--- config.mk ---
export PLATFORM = sky130hd
export DESIGN_NAME = uart_loader_ctrl
export DESIGN_NICKNAME = d
export VERILOG_FILES = /design/src/rtl/loader_pkg.sv /design/src/rtl/loader_timeout.sv /design/src/rtl/uart_loader_ctrl.sv
export SDC_FILE = /design/constraint.sdc
export NUM_CORES = 1
export LEC_CHECK = 0
export ABC_AREA = 1
export BUFFER_PORTS_ARGS = -buffer_cell sky130_fd_sc_hd__buf_2
export CAP_MARGIN = 25
export CORE_MARGIN = 3
export CORE_UTILIZATION = 50
export CTS_CLUSTER_SIZE = 24
export DETAILED_ROUTE_END_ITERATION = 8
export PLACE_DENSITY_LB_ADDON = 0.1
export SYNTH_ARGS = -nofsm -noshare
export SYNTH_HDL_FRONTEND = slang
export SYNTH_HIERARCHICAL = 1
export SYNTH_SLANG_ARGS = --single-unit
export TNS_END_PERCENT = 20
--- constraint.sdc ---
create_clock -name clock -period 1.6 [get_ports clock]
set_input_delay 0.08 -clock clock [delete_from_list [all_inputs] [get_ports clock]]
set_output_delay 0.08 -clock clock [all_outputs]
set_load 0.005 [all_outputs]
--- src/rtl/loader_pkg.sv ---
`default_nettype none
// ============================================================================
// Package : loader_pkg
// Brief   : Frame constants and FSM state encoding for the UART program loader.
// Rev     : 1.0 - initial release
// ============================================================================
package loader_pkg;

    localparam logic [7:0] SYNC      = 8'hA5;
    localparam logic [7:0] CMD_WRITE = 8'h01;
    localparam logic [7:0] CMD_RUN   = 8'h02;
    localparam logic [7:0] ACK       = 8'h06;
    localparam logic [7:0] NAK       = 8'h15;

    typedef enum logic [2:0] {
        ST_IDLE = 3'd0,
        ST_CMD  = 3'd1,
        ST_AHI  = 3'd2,
        ST_ALO  = 3'd3,
        ST_LEN  = 3'd4,
        ST_DATA = 3'd5,
        ST_CHK  = 3'd6,
        ST_RESP = 3'd7
    } loader_state_t;

endpackage
`default_nettype wire

--- src/rtl/loader_timeout.sv ---
`default_nettype none
// ============================================================================
// Module : loader_timeout
// Brief  : Reloadable down-counter; expired is high once TIMEOUT_CYCLES
//          cycles have passed without a load.
// Rev    : 1.0 - initial release
// ============================================================================
module loader_timeout #(
    parameter int unsigned TIMEOUT_CYCLES = 1_250_000
) (
    input  logic clock,
    input  logic reset,
    input  logic load,
    output logic expired
);

    localparam int unsigned COUNT_W = $clog2(TIMEOUT_CYCLES + 1);

    logic [COUNT_W-1:0] r_count_q;
    logic [COUNT_W-1:0] w_count_d;

    // Holds at zero so expiry stays asserted until the next load.
    always_comb begin
        w_count_d = r_count_q;
        if (load) begin
            w_count_d = COUNT_W'(TIMEOUT_CYCLES);
        end else if (r_count_q != '0) begin
            w_count_d = r_count_q - COUNT_W'(1);
        end
    end

    always_ff @(posedge clock) begin
        if (reset) begin
            r_count_q <= COUNT_W'(TIMEOUT_CYCLES);
        end else begin
            r_count_q <= w_count_d;
        end
    end

    assign expired = (r_count_q == '0);

endmodule
`default_nettype wire

--- src/rtl/uart_loader_ctrl.sv ---
`default_nettype none
// ============================================================================
// Module : uart_loader_ctrl
// Brief  : Parses host loader frames from the UART byte stream, writes payload
//          into program memory and answers each frame with ACK or NAK.
// Rev    : 1.0 - initial release
// ============================================================================
module uart_loader_ctrl
    import loader_pkg::*;
#(
    parameter int unsigned ADDR_WIDTH     = 16,
    parameter int unsigned TIMEOUT_CYCLES = 1_250_000
) (
    input  logic                  clock,
    input  logic                  reset,
    input  logic [7:0]            read_data,
    input  logic                  read_data_available,
    output logic [7:0]            write_data,
    output logic                  write_data_enable,
    input  logic                  write_data_available,
    output logic [ADDR_WIDTH-1:0] mem_addr,
    output logic [7:0]            mem_wdata,
    output logic                  mem_we,
    output logic                  busy,
    output logic                  run,
    output logic [7:0]            nak_count
);

    loader_state_t         r_state_q, w_state_d;
    logic [7:0]            r_cmd_q, w_cmd_d;
    logic [7:0]            r_addr_hi_q, w_addr_hi_d;
    logic [ADDR_WIDTH-1:0] r_addr_q, w_addr_d;
    logic [8:0]            r_count_q, w_count_d;
    logic [7:0]            r_sum_q, w_sum_d;
    logic [7:0]            r_write_data_q, w_write_data_d;
    logic                  r_write_data_enable_q, w_write_data_enable_d;
    logic [ADDR_WIDTH-1:0] r_mem_addr_q, w_mem_addr_d;
    logic [7:0]            r_mem_wdata_q, w_mem_wdata_d;
    logic                  r_mem_we_q, w_mem_we_d;
    logic                  r_busy_q, w_busy_d;
    logic                  r_run_q, w_run_d;
    logic [7:0]            r_nak_count_q, w_nak_count_d;

    logic [7:0] w_sum_next;
    logic       w_tmo_load;
    logic       w_tmo_expired;

    // Only the frame-body states are timed; everywhere else the counter is parked.
    assign w_tmo_load = (r_state_q == ST_IDLE) || (r_state_q == ST_RESP) || read_data_available;

    loader_timeout #(
        .TIMEOUT_CYCLES (TIMEOUT_CYCLES)
    ) u_timeout (
        .clock   (clock),
        .reset   (reset),
        .load    (w_tmo_load),
        .expired (w_tmo_expired)
    );

    assign w_sum_next = r_sum_q + read_data;

    always_comb begin
        w_state_d             = r_state_q;
        w_cmd_d               = r_cmd_q;
        w_addr_hi_d           = r_addr_hi_q;
        w_addr_d              = r_addr_q;
        w_count_d             = r_count_q;
        w_sum_d               = r_sum_q;
        w_write_data_d        = r_write_data_q;
        w_write_data_enable_d = 1'b0;
        w_mem_addr_d          = r_mem_addr_q;
        w_mem_wdata_d         = r_mem_wdata_q;
        w_mem_we_d            = 1'b0;
        w_run_d               = r_run_q;
        w_nak_count_d         = r_nak_count_q;

        unique case (r_state_q)
            ST_IDLE: begin
                if (read_data_available && (read_data == SYNC)) begin
                    w_state_d = ST_CMD;
                end
            end
            ST_RESP: begin
                if (write_data_available) begin
                    w_write_data_enable_d = 1'b1;
                    w_state_d             = ST_IDLE;
                    if ((r_write_data_q == ACK) && (r_cmd_q == CMD_RUN)) begin
                        w_run_d = 1'b1;
                    end
                    if ((r_write_data_q != ACK) && (r_nak_count_q != 8'hFF)) begin
                        w_nak_count_d = r_nak_count_q + 8'd1;
                    end
                end
            end
            default: begin
                // A byte strobe takes priority over a coincident expiry.
                if (read_data_available) begin
                    unique case (r_state_q)
                        ST_CMD: begin
                            w_cmd_d   = read_data;
                            w_sum_d   = read_data;
                            w_state_d = ST_AHI;
                        end
                        ST_AHI: begin
                            w_addr_hi_d = read_data;
                            w_sum_d     = w_sum_next;
                            w_state_d   = ST_ALO;
                        end
                        ST_ALO: begin
                            w_addr_d  = ADDR_WIDTH'({r_addr_hi_q, read_data});
                            w_sum_d   = w_sum_next;
                            w_state_d = ST_LEN;
                        end
                        ST_LEN: begin
                            w_count_d = (read_data == 8'h00) ? 9'd256 : {1'b0, read_data};
                            w_sum_d   = w_sum_next;
                            w_state_d = (r_cmd_q == CMD_WRITE) ? ST_DATA : ST_CHK;
                        end
                        ST_DATA: begin
                            w_mem_we_d    = 1'b1;
                            w_mem_addr_d  = r_addr_q;
                            w_mem_wdata_d = read_data;
                            w_addr_d      = r_addr_q + ADDR_WIDTH'(1);
                            w_count_d     = r_count_q - 9'd1;
                            w_sum_d       = w_sum_next;
                            if (r_count_q == 9'd1) begin
                                w_state_d = ST_CHK;
                            end
                        end
                        ST_CHK: begin
                            w_write_data_d = ((w_sum_next == 8'h00) &&
                                              ((r_cmd_q == CMD_WRITE) || (r_cmd_q == CMD_RUN)))
                                             ? ACK : NAK;
                            w_state_d      = ST_RESP;
                        end
                        default: begin
                        end
                    endcase
                end else if (w_tmo_expired) begin
                    w_write_data_d = NAK;
                    w_state_d      = ST_RESP;
                end
            end
        endcase

        w_busy_d = (w_state_d != ST_IDLE);
    end

    always_ff @(posedge clock) begin
        if (reset) begin
            r_state_q             <= ST_IDLE;
            r_cmd_q               <= 8'h00;
            r_addr_hi_q           <= 8'h00;
            r_addr_q              <= '0;
            r_count_q             <= 9'd0;
            r_sum_q               <= 8'h00;
            r_write_data_q        <= 8'h00;
            r_write_data_enable_q <= 1'b0;
            r_mem_addr_q          <= '0;
            r_mem_wdata_q         <= 8'h00;
            r_mem_we_q            <= 1'b0;
            r_busy_q              <= 1'b0;
            r_run_q               <= 1'b0;
            r_nak_count_q         <= 8'h00;
        end else begin
            r_state_q             <= w_state_d;
            r_cmd_q               <= w_cmd_d;
            r_addr_hi_q           <= w_addr_hi_d;
            r_addr_q              <= w_addr_d;
            r_count_q             <= w_count_d;
            r_sum_q               <= w_sum_d;
            r_write_data_q        <= w_write_data_d;
            r_write_data_enable_q <= w_write_data_enable_d;
            r_mem_addr_q          <= w_mem_addr_d;
            r_mem_wdata_q         <= w_mem_wdata_d;
            r_mem_we_q            <= w_mem_we_d;
            r_busy_q              <= w_busy_d;
            r_run_q               <= w_run_d;
            r_nak_count_q         <= w_nak_count_d;
        end
    end

    assign write_data        = r_write_data_q;
    assign write_data_enable = r_write_data_enable_q;
    assign mem_addr          = r_mem_addr_q;
    assign mem_wdata         = r_mem_wdata_q;
    assign mem_we            = r_mem_we_q;
    assign busy              = r_busy_q;
    assign run               = r_run_q;
    assign nak_count         = r_nak_count_q;

endmodule
`default_nettype wire
==> metrics.md <==
| Metric | Value |
|---|---|
| Area growth, synth to finish | `19.48%` |
| Post-Synth Simple-Gate Area | `0.3095` |
| Hold Fails Final Rpt | `0` |
| Peak supply drop | `0.6518 mV` |
| First-pass iteration count of the detailed router | `5` |
| Clk sink count | `112` |
| Nets | `slightly below 1000` |
| TritonCTS Buffers | `9` |
| Antenna Violating Nets Remaining | `0` |
| Mux contribution to synthesized area | `0` |
| Met2 usage | `0.4020` |
| Comb power frac | `0.039` |
| Clk buf depth | `2` |
| Global-route wire length before repair | `around 26000 um` |
| Vias/cell | `around 5.3` |
| Final hold slack | `between 0.07 and 0.08 ns` |
| Clock Skew | `0.006485 ns` |
| Ant diodes | `0` |
| Worst path cell trace | `ha_4, inv_2, fa_2, inv_2, nand2_1, nand2_1, nand2_1, nand2_1, nand2_1, nor2_1, nand3_1, nand2_1, a21oi_1` |
| Xor/xnor cell area share of the yosys netlist | `0.01758` |
| Top achievable clock speed | `0.5741 GHz` |
| Req. time, crit path | `roughly 1.9 ns` |
| Die X | `115.4 um` |
| R2R Setup Slk | `-0.14 ns` |
| Yosys warning count | `6` |
| Seq cells post-synth | `~110` |
| Clock-pin slew on the worst setup and hold paths | `around 0.08 ns` |
| Met3 usage | `0.05632` |
| Cell internal pwr | `~4 mW` |
| Final worst slack | `-0.1420 ns` |
| GRT Total Usage | `0.2391` |
| DR vias | `between 5000 and 6000` |
| Sequential share of power | `0.532` |
| Share of cells above drive strength 1 | `0.2140` |
| Post-Synthesis Cells | `874` |
| Compound-Gate Fraction of Synth Area | `0.1588` |
| Starting Density | `0.5170` |
| Row count | `39` |
| Max-slew violations | `0` |
| NetSw | `around 1.3 mW` |
| Critical path fanouts, max | `2` |
| Most Crowded Layer GR | `met2` |
| Adder-Cell Fraction of Synth Area | `0.03055` |
| CTS tree | `done` |
| Core area | `about 12000 um2` |
| Max-cap violation count | `0` |
| PwrDens | `about 730 nW/um2` |
| Hold Crit Class | `in -> reg` |
| Vias in the first global route | `5672` |
| Area leader, netlist | `dfxtp_1` |
| Synth cell types | `48` |
| Mean Syn Cell Area | `roughly 6.8 um2` |
| Remaining global-route overflow | `0` |
| Tot Pwr | `5.232 mW` |
| IO Pins | `56` |
| WL per Instance | `about 14 um` |
| Max stage delay on crit path | `about 0.36 ns` |
| Clock latency at the later pin of the worst-skew pair | `0.36 ns` |
| Critical path's top delay family | `simple AND/OR/NAND/NOR gates` |
| DRT Wirelength | `15420 um` |
| Cell mode on critical path | `nand2_1` |
| Startpoint Class | `flip-flop` |
| DRC errors left | `0` |
| Initial antenna violation count | `0` |
| RSZ-0062 raised after global routing | `true` |
| Count of final setup violators | `4` |
| Leak | `slightly above 3 nW` |
| Crit end category | `flip-flop` |
| Reg2reg path depth | `13` |
| Area of the die | `about 13000 um2` |
| Synthesized cell area | `between 5000 and 6000 um2` |
| Fin crit share | `1.089` |
| Clock network power share | `0.429` |
| Initial DRC count | `slightly below 400` |
| GPL Wtd Cong | `0.8928` |
| Violated checks | `setup timing` |
| Data arrival, critical path | `approximately 2 ns` |
| Hold Path Stages | `3` |
| Slowest CP cell | `fa_2` |
| Synth area leaders | `dfxtp_1, nand2_1, a21oi_1, nor2_1, inv_1` |
| WP depth | `13` |
| CP Buf/Inv Count | `2` |
| Die Height | `roughly 120 um` |
| Register area share after synthesis | `0.3750` |
| Dominant combinational cell family by area after synthesis | `simple AND/OR/NAND/NOR gates` |
| I/O Buffers | `roughly 50` |
| Setup Crit Path Kind | `reg -> reg` |
| Net Sw Frac | `0.2459` |
| Crit path time final | `1.742 ns` |
| Post-synth top area share | `0.3750` |
| Status | `complete, but fails checks` |
| Clock root buffer | `clkbuf_16` |
| Met1 Track Usage GR | `0.3011` |
| Post-DP HPWL | `about 11000 um` |
| H-tree Lvls | `3` |
| Pin count of the biggest net entering global routing | `43` |
[registers in the layout, summed over array words and instances, names as in the netlist]
signal and count:
busy 1, mem_addr 16, mem_wdata 8, mem_we 1, nak_count 8, r_addr_hi_q 8
r_addr_q 16, r_cmd_q 8, r_count_q 9, r_state_q 3, r_sum_q 8, run 1
u_timeout/r_count_q 21, write_data 3, write_data_enable 1
[per-layer routing]
| metal | share of wire | routed length (um) | vias to the layer above |
|---|---|---|---|
| li1 | - | - | 3038 |
| met1 | 0.45 | 6995 | 2700 |
| met2 | 0.48 | 7407 | 125 |
| met3 | 0.041 | 637 | 28 |
| met4 | 0.025 | 382 | 0 |
| met5 | 0 | 0 | - |
[cells in the final DEF (no fill, tap or decap), types with 3 or more instances in the layout]
master,synthesis,layout
nor2_1,96,86
inv_1,95,90
ha_1,13,10
nand3_1,69,66
nand3_2,1,4
nor2_2,5,14
inv_2,4,8
nand2_2,4,7
a21oi_1,84,81
nand2_1,190,186
nand4_1,18,18
xor2_1,8,7
dfxtp_2,0,8
inv_6,0,5
clkbuf_16,0,9
conb_1,1,4
a31oi_1,9,9
xnor2_1,4,4
or2_2,3,3
nor3_2,2,3
buf_2,9,51
dfxtp_1,112,103
a21oi_2,3,6
o21ai_0,63,60
buf_4,10,62
o211ai_1,6,6
inv_4,2,3
nor2_4,4,5
nor3_1,13,12
nand3b_1,4,4
o21ai_1,6,8
[kinds of logic after synthesis]
family,Yosys count
XOR/XNOR,12
AO/OA/AOI/OAI,177
flip-flops,112
other,1
adder cells (fa/ha/maj),14
AND/OR/NAND/NOR,416
buffers and inverters,142
[power groups by stage]
stage	registers (mW)	clock network (mW)	logic, mW
floorplan	2.85	0	0.112
global placement	2.85	0	0.197
detailed placement	2.85	0	0.198
CTS	2.78	2.31	0.201
global route	2.78	2.43	0.228
finish	2.78	2.24	0.206
[worst paths after layout]
path / to / start
setup / recovery: write_data[0] / r_sum_q[0]
hold / removal: r_sum_q[1] / read_data[1]
setup reg to reg: write_data[0] / r_sum_q[0]
hold reg to reg: r_cmd_q[6] / r_cmd_q[6]
[repair_timing]
item                                   in CTS  in global routing
endpoints found under the hold margin       4                  0
setup buffers                               0                  2
setup endpoints to repair                  32                 72
pin swaps                                   3                  9
cloned                                      0                  1
hold buffers                                2                  0
gates resized for setup                    12                 42
[final cells by class]
| cell class | count | area, um2 |
|---|---|---|
| fill | 1127 | 4420 |
| multi-input combinational | 624 | 3246 |
| tap | 143 | 178.9 |
| timing repair buffer | 118 | 783.3 |
| clock buffer | 9 | 225.2 |
| sequential | 112 | 2256 |
| clock inverter | 7 | 60.06 |
| inverter | 102 | 395.4 |
[through the flow]
| stage | setup WS, ns | cells | area [um2] | TNS (ns) | util |
|---|---|---|---|---|---|
| finish | -0.1420 | 1115 | 7144 | -0.2906 | 0.6178 |
| CTS | -0.1503 | 1112 | 6998 | -0.3545 | 0.6051 |
| global placement | -0.1619 | 1094 | 6654 | -0.3257 | 0.5754 |
| detailed placement | -0.1935 | 1094 | 6654 | -0.7646 | 0.5754 |
| global route | -0.2738 | 1115 | 7144 | -1.429 | 0.6178 |
| floorplan | -0.03317 | 877 | 5992 | -0.08231 | - |
[Yosys cell counts (all sizes together)]
| cell type | count |
|---|---|
| nand2 | 195 |
| dfxtp | 112 |
| nor2 | 106 |
| inv | 101 |
| a21oi | 88 |
| nand3 | 71 |
| o21ai | 70 |
| buf | 25 |
| nand4 | 18 |
| nor3 | 15 |
| clkbuf | 14 |
| ha | 13 |
| a31oi | 9 |
| xor2 | 8 |
| o211ai | 6 |
| nand3b | 4 |
| or2 | 4 |
| xnor2 | 4 |
| a211oi | 2 |
| nor4 | 2 |
| a41oi | 1 |
| and2 | 1 |
| clkinv | 1 |
| conb | 1 |
| dlygate4sd1 | 1 |
| fa | 1 |
| o31ai | 1 |
[worst min-delay path, delay by kind of cell]
family | cells | cell delay, ns
AOI/OAI and AO/OA | 2 | 0.19
buffers and inverters | 1 | 0.13
(Power assumes the default switching activity.)
